==> src/rtl/seg_scan_decoder.sv <==
// Receive-side decoder for a multiplexed 4-digit seven-segment bus: settles on each select,
// decodes segments to digit codes and publishes frames once they repeat. Optional DP_CAPTURE_EN.
module seg_scan_decoder #(
  parameter int SETTLE        = 2,
  parameter int STABLE_FRAMES = 2,
  parameter int SCAN_TIMEOUT  = 4096
) (
  input  logic       Clock,
  input  logic       nReset,
  input  logic       SegA,
  input  logic       SegB,
  input  logic       SegC,
  input  logic       SegD,
  input  logic       SegE,
  input  logic       SegF,
  input  logic       SegG,
  input  logic       DP,
  input  logic [3:0] nDigit,
  output logic [3:0] digit3,
  output logic [3:0] digit2,
  output logic [3:0] digit1,
  output logic [3:0] digit0,
  output logic [3:0] dp,
  output logic       frame_valid,
  output logic       scan_err,
  output logic       scan_lost
);

  localparam int SW = $clog2(SETTLE + 1);
  localparam int MW = $clog2(STABLE_FRAMES + 1);
  localparam int TW = $clog2(SCAN_TIMEOUT + 1);
  localparam logic [SW-1:0] SETTLE_V = SW'(SETTLE);
  localparam logic [MW-1:0] MATCH_V  = MW'(STABLE_FRAMES);
  localparam logic [TW-1:0] TMO_V    = TW'(SCAN_TIMEOUT);

  logic [6:0]    r_seg;
  logic [3:0]    r_ndig;
  logic [3:0]    r_ndig_q;
  logic [SW-1:0] r_settle;
  logic [MW-1:0] r_match;
  logic [TW-1:0] r_tmo;
  logic [3:0]    r_mask;
  logic [15:0]   r_work;
  logic [15:0]   r_prev;
  logic [15:0]   r_out;

  logic          w_onehot;
  logic          w_blank;
  logic          w_illegal;
  logic [1:0]    w_idx;
  logic [3:0]    w_code;
  logic [SW-1:0] w_settle_nxt;
  logic          w_capture;
  logic [15:0]   w_frame;
  logic [3:0]    w_bit;
  logic          w_complete;
  logic          w_equal;
  logic [MW-1:0] w_match_nxt;
  logic          w_publish;
  logic          w_tmo_hit;

  // Every pin is registered once; all logic below sees only the registered copies.
  always_ff @(posedge Clock or negedge nReset) begin
    if (!nReset) begin
      r_seg    <= '0;
      r_ndig   <= 4'hF;
      r_ndig_q <= 4'hF;
    end else begin
      r_seg    <= {SegG, SegF, SegE, SegD, SegC, SegB, SegA};
      r_ndig   <= nDigit;
      r_ndig_q <= r_ndig;
    end
  end

  always_comb begin
    w_onehot = 1'b1;
    w_idx    = 2'd0;
    case (r_ndig)
      4'b1110: w_idx = 2'd0;
      4'b1101: w_idx = 2'd1;
      4'b1011: w_idx = 2'd2;
      4'b0111: w_idx = 2'd3;
      default: w_onehot = 1'b0;
    endcase
  end

  assign w_blank   = (r_ndig == 4'hF);
  assign w_illegal = !w_onehot && !w_blank;
  assign w_bit     = 4'b0001 << w_idx;

  // Segment vector is {G,F,E,D,C,B,A}.
  always_comb begin
    w_code = 4'hE;
    case (r_seg)
      7'h3F: w_code = 4'h0;
      7'h06: w_code = 4'h1;
      7'h5B: w_code = 4'h2;
      7'h4F: w_code = 4'h3;
      7'h66: w_code = 4'h4;
      7'h6D: w_code = 4'h5;
      7'h7D: w_code = 4'h6;
      7'h07: w_code = 4'h7;
      7'h7F: w_code = 4'h8;
      7'h6F: w_code = 4'h9;
      7'h00: w_code = 4'hF;
      default: w_code = 4'hE;
    endcase
  end

  always_comb begin
    w_settle_nxt = r_settle;
    if (!w_onehot)
      w_settle_nxt = '0;
    else if (r_ndig != r_ndig_q)
      w_settle_nxt = SW'(1);
    else if (r_settle != SETTLE_V)
      w_settle_nxt = r_settle + 1'b1;
  end

  // A new select always counts as a fresh dwell, even when SETTLE is 1 and the counter is already full.
  assign w_capture = w_onehot && (w_settle_nxt == SETTLE_V) &&
                     ((r_ndig != r_ndig_q) || (r_settle != SETTLE_V));

  always_comb begin
    w_frame = r_work;
    w_frame[{w_idx, 2'b00} +: 4] = w_code;
  end

`ifdef DP_CAPTURE_EN
  logic       r_dp;
  logic [3:0] r_work_dp;
  logic [3:0] r_prev_dp;
  logic [3:0] r_out_dp;
  logic [3:0] w_frame_dp;

  always_comb begin
    w_frame_dp        = r_work_dp;
    w_frame_dp[w_idx] = r_dp;
  end

  assign w_equal = (w_frame == r_prev) && (w_frame_dp == r_prev_dp);
  assign dp      = r_out_dp;

  always_ff @(posedge Clock or negedge nReset) begin
    if (!nReset) begin
      r_dp      <= 1'b0;
      r_work_dp <= '0;
      r_prev_dp <= '0;
      r_out_dp  <= '0;
    end else begin
      r_dp <= DP;
      if (w_capture) r_work_dp <= w_frame_dp;
      if (w_complete) r_prev_dp <= w_frame_dp;
      if (w_publish) r_out_dp <= w_frame_dp;
    end
  end
`else
  logic w_unused_dp;
  assign w_unused_dp = DP;
  assign w_equal     = (w_frame == r_prev);
  assign dp          = 4'b0000;
`endif

  assign w_complete = w_capture && ((r_mask | w_bit) == 4'hF);
  assign w_tmo_hit  = !w_capture && (r_tmo == TMO_V - 1'b1);

  always_comb begin
    if (w_equal)
      w_match_nxt = (r_match == MATCH_V) ? r_match : r_match + 1'b1;
    else
      w_match_nxt = MW'(1);
  end

  assign w_publish = w_complete && (w_match_nxt >= MATCH_V);

  // frame_valid is a one-cycle strobe with no back-pressure: digit3..0/dp are valid in that
  // cycle and stay unchanged until the next strobe.
  always_ff @(posedge Clock or negedge nReset) begin
    if (!nReset) begin
      r_settle    <= '0;
      r_match     <= '0;
      r_tmo       <= '0;
      r_mask      <= '0;
      r_work      <= 16'hFFFF;
      r_prev      <= 16'hFFFF;
      r_out       <= 16'hFFFF;
      frame_valid <= 1'b0;
      scan_err    <= 1'b0;
      scan_lost   <= 1'b0;
    end else begin
      r_settle    <= w_settle_nxt;
      frame_valid <= w_publish;
      scan_err    <= w_illegal;

      if (w_capture)
        r_tmo <= '0;
      else if (r_tmo != TMO_V)
        r_tmo <= r_tmo + 1'b1;

      if (w_illegal) begin
        r_mask  <= '0;
        r_match <= '0;
      end else if (w_capture) begin
        r_work <= w_frame;
        if (w_complete) begin
          r_mask  <= '0;
          r_match <= w_match_nxt;
          r_prev  <= w_frame;
        end else begin
          r_mask <= r_mask | w_bit;
        end
      end else if (w_tmo_hit) begin
        r_mask  <= '0;
        r_match <= '0;
      end

      if (w_publish) begin
        r_out     <= w_frame;
        scan_lost <= 1'b0;
      end else if (w_tmo_hit) begin
        scan_lost <= 1'b1;
      end
    end
  end

  assign digit3 = r_out[15:12];
  assign digit2 = r_out[11:8];
  assign digit1 = r_out[7:4];
  assign digit0 = r_out[3:0];

endmodule

==> config.mk <==
export PLATFORM = sky130hd
export DESIGN_NAME = seg_scan_decoder
export DESIGN_NICKNAME = d
export VERILOG_FILES = /design/src/rtl/seg_scan_decoder.sv
export SDC_FILE = /design/constraint.sdc
export NUM_CORES = 1
export LEC_CHECK = 0
export ABC_AREA = 1
export BUFFER_PORTS_ARGS = -buffer_cell sky130_fd_sc_hd__buf_4
export CELL_PAD_IN_SITES_DETAIL_PLACEMENT = 0
export CELL_PAD_IN_SITES_GLOBAL_PLACEMENT = 1
export CORE_ASPECT_RATIO = 1.1
export CORE_MARGIN = 10
export CORE_UTILIZATION = 45
export CTS_CLUSTER_DIAMETER = 200
export DETAILED_ROUTE_END_ITERATION = 10
export GPL_ROUTABILITY_DRIVEN = 0
export PLACE_DENSITY = 0.84
export SLEW_MARGIN = 20
export SYNTH_ARGS = -nofsm -noshare
export SYNTH_HDL_FRONTEND = slang
export SYNTH_SLANG_ARGS = --single-unit
==> constraint.sdc <==
create_clock -name Clock -period 3.6 [get_ports Clock]
set_input_delay 0 -clock Clock [delete_from_list [all_inputs] [get_ports Clock]]
set_output_delay 0 -clock Clock [all_outputs]
set_load 0.01 [all_outputs]
Word level (Yosys, flattened, before mapping) --
Cells that the tools add are included.
Cells by class: div/mod/pow operators 0, multiplexer cells 21, shift operators 3, multipliers 0, $lt $le $gt $ge 1, reduce and logical (&&, ||, !) cells 18, equal/unequal tests 24, add/sub/neg operators 4, bitwise logic cells 2
Operator list (count):
- equality test 7 bit (second input constant) | 7
- case mux 4 bit (11 select lines) | 1
- two-way mux 13 bit | 2
- equality test 4 bit (second input constant) | 5
- two-way mux 2 bit | 9
- bitwise mux 16 bit | 1
- equality test 16 bit | 1
- two-way mux 4 bit | 4
- variable shift 4 x 6 -> 16 bit (first input constant) | 1
- indexed part select 4 x 6 -> 16 bit | 1
- equality test 7 x 3 -> 1 bit (second input constant) | 2
- adder 13 x 1 -> 13 bit (second input constant) | 1
- equality test 13 x 12 -> 1 bit (second input constant) | 1
- != test 13 bit (second input constant) | 1
- equality test 7 x 6 -> 1 bit (second input constant) | 1
- zero test 7 bit | 1
- logical AND 1 bit | 6
- negation 4 -> 6 bit | 1
- case mux 2 bit (3 select lines) | 1
- adder 2 x 1 -> 2 bit (second input constant) | 2
- equality test 2 bit (second input constant) | 2
- equality test 4 x 3 -> 1 bit (second input constant) | 1
- != test 4 bit | 1
- bitwise OR 4 bit | 1
- 13 further kinds | 19
Storage, ports and cells: ROM bits 0, bits in writable memories 0, register bits after elaboration 87, bits in latches 0, memories kept 0

Logic depth before layout (Yosys ltp) --
Gate-level depths: netlist (run 1).
depth in word-level cells 12, mapped depth 21, depth with buffers taken out 20

Worst setup path before layout (run 1) --
OpenSTA, ideal clock, no wires.
kind reg2reg, from reg r_ndig[0], to reg r_out[12], required time 3.524 ns, setup time 0.076 ns, clock period less this slack 3.064 ns, path slack 0.536 ns, stages on the path, launching flop included 21, data arrival time 2.988 ns, buffers on the path 2, cells stage by stage dfstp_2 -> nand2_1 -> inv_2 -> nand3b_1 -> nand2_2 -> buf_4 -> inv_1 -> ha_1 -> nor4_4 -> nand2_2 -> nand2_2 -> nand2_1 -> nand2_1 -> inv_1 -> nor2_1 -> nand3_1 -> nor2_2 -> nand4_4 -> buf_6 -> nand2_1 -> nand2_1
Between the ends: cells in the longest elaborated chain, start to end 9, elaborated cells on any way between the ends 26
Ends and longest elaborated chain:
- start, declared | RTL line 37 | logic [3:0] r_ndig;
- start signal, assigned | RTL line 70 | r_ndig <= nDigit;
- equality test 4 x 3 -> 1 bit or equality test 4 bit (tied branches) | RTL line 78 | case (r_ndig)
- case mux 2 bit (3 select lines) or OR reduction 4 bit (tied branches)
- negation 4 -> 6 bit or two-way mux 1 bit (tied branches) | RTL line 126, 78
- indexed part select 4 x 6 -> 16 bit (tied with other cells) | RTL line 126 | w_frame[{w_idx, 2'b00} +: 4] = w_code;
- bitwise mux 16 bit or equality test 2 bit (tied branches) | RTL line 126, 121
- equality test 16 bit or logical AND 1 bit (tied branches) | RTL line 160, 121
- two-way mux 2 bit or logical AND 1 bit (tied branches) | RTL line 168, 121
- greater-or-equal comparator 2 bit or logical AND 1 bit (tied branches) | RTL line 174, 164
- logical AND 1 bit | RTL line 174 | assign w_publish = w_complete && (w_match_nxt >= MATCH_V);
- end signal, assigned | RTL line 218 | r_out <= w_frame;
- end, declared | RTL line 45 | logic [15:0] r_out;
Parallel ways exist; a longest one is shown, timed or not. A chain may end at the register's enable or synchronous reset.

Worst setup path in the final report (run 1) --
from reg r_ndig[0], to reg scan_lost
Between the ends: cells in the longest elaborated chain, start to end 10, elaborated cells on any way between the ends 30
Ends and longest elaborated chain:
- equality test 4 x 3 -> 1 bit or equality test 4 bit (tied branches) | RTL line 78
- case mux 2 bit (3 select lines) or OR reduction 4 bit (tied branches)
- negation 4 -> 6 bit or two-way mux 1 bit (tied branches) | RTL line 126, 78
- indexed part select 4 x 6 -> 16 bit (tied with other cells) | RTL line 126
- bitwise mux 16 bit or equality test 2 bit (tied branches) | RTL line 126, 121
- equality test 16 bit or logical AND 1 bit (tied branches) | RTL line 160, 121
- two-way mux 2 bit or logical AND 1 bit (tied branches) | RTL line 168, 121
- greater-or-equal comparator 2 bit or logical AND 1 bit (tied branches) | RTL line 174, 164
- logical AND 1 bit * | RTL line 174
- via w_publish | RTL line 59 | logic w_publish;
- two-way mux 1 bit or nonzero test 2 bit (tied branches)
- end signal, assigned | RTL line 189 | scan_lost <= 1'b0;
- end signal, assigned | RTL line 219 | scan_lost <= 1'b0;
- end signal, assigned | RTL line 221 | scan_lost <= 1'b1;
- end, declared | RTL line 26 | output logic scan_lost
Mark *: on every way through the listed nets, which the timed path passes. The rest lies on a longest branch.

==> reports/qor.csv, run 1 <==
metric,value,unit
reg2reg_from,r_ndig[0],
ys.flop_type,dfstp_2,
cp-end-kind,register,
yosys.area_share.xor_xnor,1.47,%
status,finished clean,
final_common_cell,nand2_1,
yosys_warnings,0,
syn-cell-area,4690,um^2
ff2ff_path_depth,16,
port_buffers,31,
avgSynthCellArea,8.31,um^2
final_util,53.0,%
synthMuxAreaShare,0,%
initial_utilization,45.5,%
post-route-min-period,3230,ps
dieArea,14900,um^2
tightest_slew,786,ps
cp_cell_sequence,nand2_1 -> nor3_2 -> inv_2 -> ha_1 -> nor4_4 -> nand2_2 -> nand2_2 -> nand2_1 -> nand2_1 -> inv_1 -> nor2_1 -> nand3_1 -> nor2_2 -> nand4_4 -> inv_1 -> nor2_1,
worstReg2RegEnd,scan_lost,
num_antenna_cells,0,
hold_path.class,input pin to asynchronous set/reset pin,
layout_common_cells,"nand2_1, inv_1, dfstp_2",
postCtsSetupRepairBufs,0,
required,3830,ps
critPathMaxFanout,18,
dieHeight,127,um
routedWlPerCell,13.1,um
rsz0062_at_grt,no,
cts_root_buffer,clkbuf_16,
synth_compound_area_share,6.91,%
synth.area.top_cells,"dfstp_2, dfrtp_1, nand2_1",
vias,3694,
die_w,117,um
cts_made_buffers,9,
ios,37,
syn_to_final_growth,16.4,%
fin_setup_tns,0,ps
cts_tree,yes,
grt_start_max_net_pins,88,
clock_sinks,87,
final.setup_skew,10.5,ps
max-vdd-ir-drop,0.188,mV
path_clk_slew,60,ps
antenna_left,0,
drc,0,
drv_cap,0,
critical_path.top_delay_family,simple AND/OR/NAND/NOR gates,
cpPeakStageDelay,560,ps
yosysTopAreaCellShare,31.4,%
synth_edf_count,0,
crit_top_cell,nand2_1,
synthArstFlopShare,100,%
grtUsageTotal,14.2,%
clk_latency,340,ps
maxSlewHeadroom,47.6,%
synth_simple_gate_area_share,32.4,%
power_density,416,nW/um^2
first_pass_iters,4,
start_kind,register,
arrival,3460,ps
via_per_inst,4.87,
ys_types,42,
critPathBufInv,3,
core-area,10300,um^2
layout.nets,637,
reg2reg_setup_slack,370,ps
synth_fa_ha_area_share,3.20,%
setup_viol,0,
synth_top_family_by_area,simple AND/OR/NAND/NOR gates,
synth_top_area_cell,dfstp_2,
power_leakage,2.68,nW
hpwl,7000,um
grt_pass1_vias,3663,
grt_antenna_before_repair,0,
slowest_stage,dfstp_2,
drive_above_1_share,26.8,%
row_count,39,
drt_iter0_drc,212,
htree_levels,3,
yosysSeqAreaShare,47.9,%
drt_wl_total,9930,um
fmax,309,MHz
netlist_instances,564,
grt_pass1_wl,17600,um
period_share,89.8,%
clock_path_buffers,2,
ys_ff_latch,87,
overflow,0,
slew_violations,0,
crit_type,register to register,
finalHoldViolCount,0,
-- state kept, by name, summed over array words and instances, names as in the netlist, 2 cells and up --
register and cells:
r_out 16, r_mask 4, r_prev 16, r_ndig_q 4
r_settle 2, r_seg 7, r_work 16, r_ndig 4
r_match 2, r_tmo 13
-- cell type report --
| type | instances | area, um^2 |
|---|---|---|
| Fill cell | 982 | 4840 |
| Sequential cell | 87 | 2250 |
| Multi-Input combinational cell | 392 | 2080 |
| Timing Repair Buffer | 52 | 424 |
| Inverter | 69 | 259 |
| Clock buffer | 12 | 246 |
| Tap cell | 143 | 179 |
| Clock inverter | 4 | 21.3 |
-- cell usage after synthesis, types with 2 or more instances --
| cell | instances |
|---|---|
| a21oi_1 | 15 |
| a31oi_1 | 7 |
| buf_1 | 2 |
| buf_2 | 8 |
| buf_4 | 5 |
| buf_6 | 2 |
| clkbuf_1 | 2 |
| dfrtp_1 | 31 |
| dfstp_2 | 56 |
| ha_1 | 12 |
| inv_1 | 59 |
| inv_2 | 9 |
| nand2_1 | 165 |
| nand2_2 | 11 |
| nand2_4 | 6 |
| nand3_1 | 26 |
| nand3_2 | 2 |
| nand3b_1 | 3 |
| nand4_1 | 21 |
| nand4_2 | 5 |
| nand4_4 | 2 |
| nor2_1 | 47 |
| nor2_2 | 9 |
| nor3_1 | 3 |
| nor4_1 | 4 |
| o211ai_1 | 2 |
| o21ai_0 | 27 |
| o21ai_1 | 3 |
| o21ai_2 | 2 |
| xor2_1 | 6 |
-- cell families (layout without fill, tap and decap cells) --
family          after synthesis  count (layout)
buf+inv                      88             137
fa+ha+maj                    12              12
other cells                   1               4
flops                        87              87
compound gates               58              58
simple gates                311             311
xor+xnor                      7               7
-- repair_timing --
action | 4_1_cts | 5_1_grt
hold endpoints to repair | 42 | 0
hold buffers | 12 | 0
setup endpoints to repair | 0 | 3
gates resized for setup | 0 | 1
-- how the worst max path moves through the flow --
stage	slack, ps	end	cells past startpoint	start
2_1_floorplan	540	r_out[12]	20	r_ndig[0]
3_3_place_gp	370	scan_lost	17	r_ndig[1]
3_5_place_dp	310	scan_lost	17	r_ndig[0]
4_1_cts	280	scan_lost	17	r_ndig[0]
5_1_grt	30	scan_lost	17	r_ndig[2]
6_report	370	scan_lost	16	r_ndig[0]
-- power breakdown --
| part | internal, mW | switching, mW | total (mW) |
|---|---|---|---|
| clock | 0.484 | 0.374 | 0.857 |
| sequential | 1.05 | 0.0427 | 1.09 |
| combinational | 0.122 | 0.203 | 0.324 |
-- metal layers --
layer / GRT usage (%) / wire length [um]
met5: 0 / 0
met2: 24.1 / 5030
met1: 17.4 / 4450
met4: 6.41 / 163
met3: 2.38 / 285
-- through the flow --
stage | instance area [um^2] | std cells | worst slack, ps | hold slack [ps] | power (mW)
floorplan | 4700 | 567 | 536 | -296 | 1.33
global placement | 5060 | 731 | 367 | 108 | 1.41
detailed placement | 5060 | 731 | 311 | 110 | 1.42
CTS | 5450 | 759 | 281 | 300 | 2.30
global route | 5460 | 759 | 32.4 | 306 | 2.40
finish | 5460 | 759 | 367 | 283 | 2.27
No activity file was read; power rests on OpenSTA's default activity.
==> run 2, diff against run 1 <==
Settings changed: MAX_ROUTING_LAYER set to met4.
==> reports/qor.csv, run 2 (synthesis results as in run 1) <==
metric,value,unit,change
status,finished clean,,
drv_cap,0,,unchanged
overflow,0,,unchanged
grt_antenna_before_repair,0,,unchanged
setup_viol,0,,unchanged
final_common_cell,nand2_1,,
dieArea,14900,um^2,unchanged
finalHoldViolCount,0,,unchanged
grt_pass1_wl,17600,um,unchanged
routedWlPerCell,13.1,um,+0.11%
start_kind,register,,
drt_wl_total,9940,um,+0.11%
top_regs,"r_out: 16 flops, r_prev: 16 flops, r_work: 16 flops",,
max-vdd-ir-drop,0.188,mV,about the same
row_count,39,,unchanged
vias,3687,,-0.19%
post-route-min-period,3250,ps,+12.7 ps
die_w,117,um,unchanged
drive_above_1_share,26.8,%,unchanged
syn_to_final_growth,16.4,%,unchanged
num-fill-cells,982,,unchanged
cts_made_buffers,9,,unchanged
arrival,3470,ps,about the same
dp.cells,731,,unchanged
layout_common_cells,"nand2_1, inv_1, dfstp_2",,
antenna_left,0,,unchanged
postLayoutSetupSlackWorst,354,ps,-12.7 ps
cp-end-kind,register,,
hpwl,7000,um,unchanged
clk_latency,340,ps,about the same
drc,0,,unchanged
port_buffers,31,,unchanged
ios,37,,unchanged
final_cells,759,,unchanged
place_worst_setup_slack,311,ps,unchanged
cts_root_buffer,clkbuf_16,,
layout.nets,637,,unchanged
drt_iter0_drc,180,,-15%
fin_setup_tns,0,ps,unchanged
multi_input_area,2080,um^2,unchanged
tightest_slew,784,ps,-1.99 ps
dieHeight,127,um,unchanged
critPathMaxFanout,18,,unchanged
rsz0062_at_grt,no,,
period_share,90.2,%,+0.35 points
power_density,416,nW/um^2,about the same
required,3830,ps,about the same
clock_path_buffers,2,,unchanged
whs,282,ps,-0.735 ps
core-area,10300,um^2,unchanged
num_antenna_cells,0,,unchanged
hold_path.class,input pin to asynchronous set/reset pin,,
maxSlewHeadroom,47.7,%,+0.13 points
slew_violations,0,,unchanged
grtUsageTotal,14.6,%,+0.43 points
power_leakage,2.68,nW,unchanged
htree_levels,3,,unchanged
regArea,2250,um^2,unchanged
first_pass_iters,4,,unchanged
cts_tree,yes,,
path_clk_slew,60,ps,about the same
via_per_inst,4.86,,-0.19%
fmax,308,MHz,-0.39%
initial_utilization,45.5,%,unchanged
grt_start_max_net_pins,88,,unchanged
crit_type,register to register,,
clock_sinks,87,,unchanged
grt_pass1_vias,3665,,+0.055%
final.setup_skew,10.7,ps,+0.256 ps
postCtsSetupRepairBufs,0,,unchanged
==> run 2: cell counts in the layout (fill, tap and decap cells not counted) <==
Identical to the previous run, type by type.
==> run 2: what timing repair did <==
action                                  CTS  global route
resized for setup                         0             1
hold buffers                             12             0
hold endpoints to repair                 42             0
endpoints found under the setup margin    0             3
==> run 2: metal layers <==
metal / vias to the layer above / track usage, % / routed length [um]
met1: 1743 / 17.5 / 4520
met3: 10 / 2.25 / 235
met5: - / - / 0
li1: 1893 / - / -
met4: 0 / 6.41 / 161
met2: 41 / 24.1 / 5030
==> run 2: critical path, stage by stage, from the launching register on <==
cell and delay [ps]:
dfstp_2 580, nand2_1 70, inv_2 70, nand3b_1 100, nand2_2 80, buf_4 240, ha_1 240, inv_1 130
nor2_1 310, nand4_1 150, nand2_1 180, xor2_1 90, nor2_1 150, nand2_1 80, nor2_2 160, nand4_4 310
inv_1 170, nor2_1 50
==> run 2: where the power goes <==
group	switching, mW	internal, mW	total (mW)
sequential	0.0426	1.05	1.09
combinational	0.203	0.122	0.324
clock	0.374	0.484	0.858
total	0.619	1.65	2.27
==> run 2: stage by stage <==
step | utilization [%] | total power [mW] | area, um^2
floorplan | - | 1.33 | 4700
CTS | 52.9 | 2.30 | 5450
global placement | 49.2 | 1.41 | 5060
finish | 53.0 | 2.27 | 5460
global route | 53.0 | 2.40 | 5460
detailed placement | 49.2 | 1.42 | 5060
==> run 2: cell type report <==
cell class              count  area share (%)
inverters                  69            4.75
flip-flops and latches     87            41.2
repair buffers             52            7.77
clock inverters             4           0.390
clock buffers              12            4.52
multi-input cells         392            38.1
well taps                 143            3.28
==> run 2: worst paths after layout <==
| check | startpoint | end | slack [ps] | cells after the start |
|---|---|---|---|---|
| setup / recovery | r_ndig[2] | scan_lost | 350 | 17 |
| hold / removal | nReset | r_tmo[6] | 280 | 2 |
| setup reg to reg | r_ndig[2] | scan_lost | 350 | 17 |
| hold reg to reg | r_ndig[0] | r_ndig_q[0] | 390 | 0 |
| max in group asynchronous | nReset | r_tmo[12] | 2790 | 2 |
| min in group Clock | nDigit[1] | r_ndig[1] | 310 | 2 |
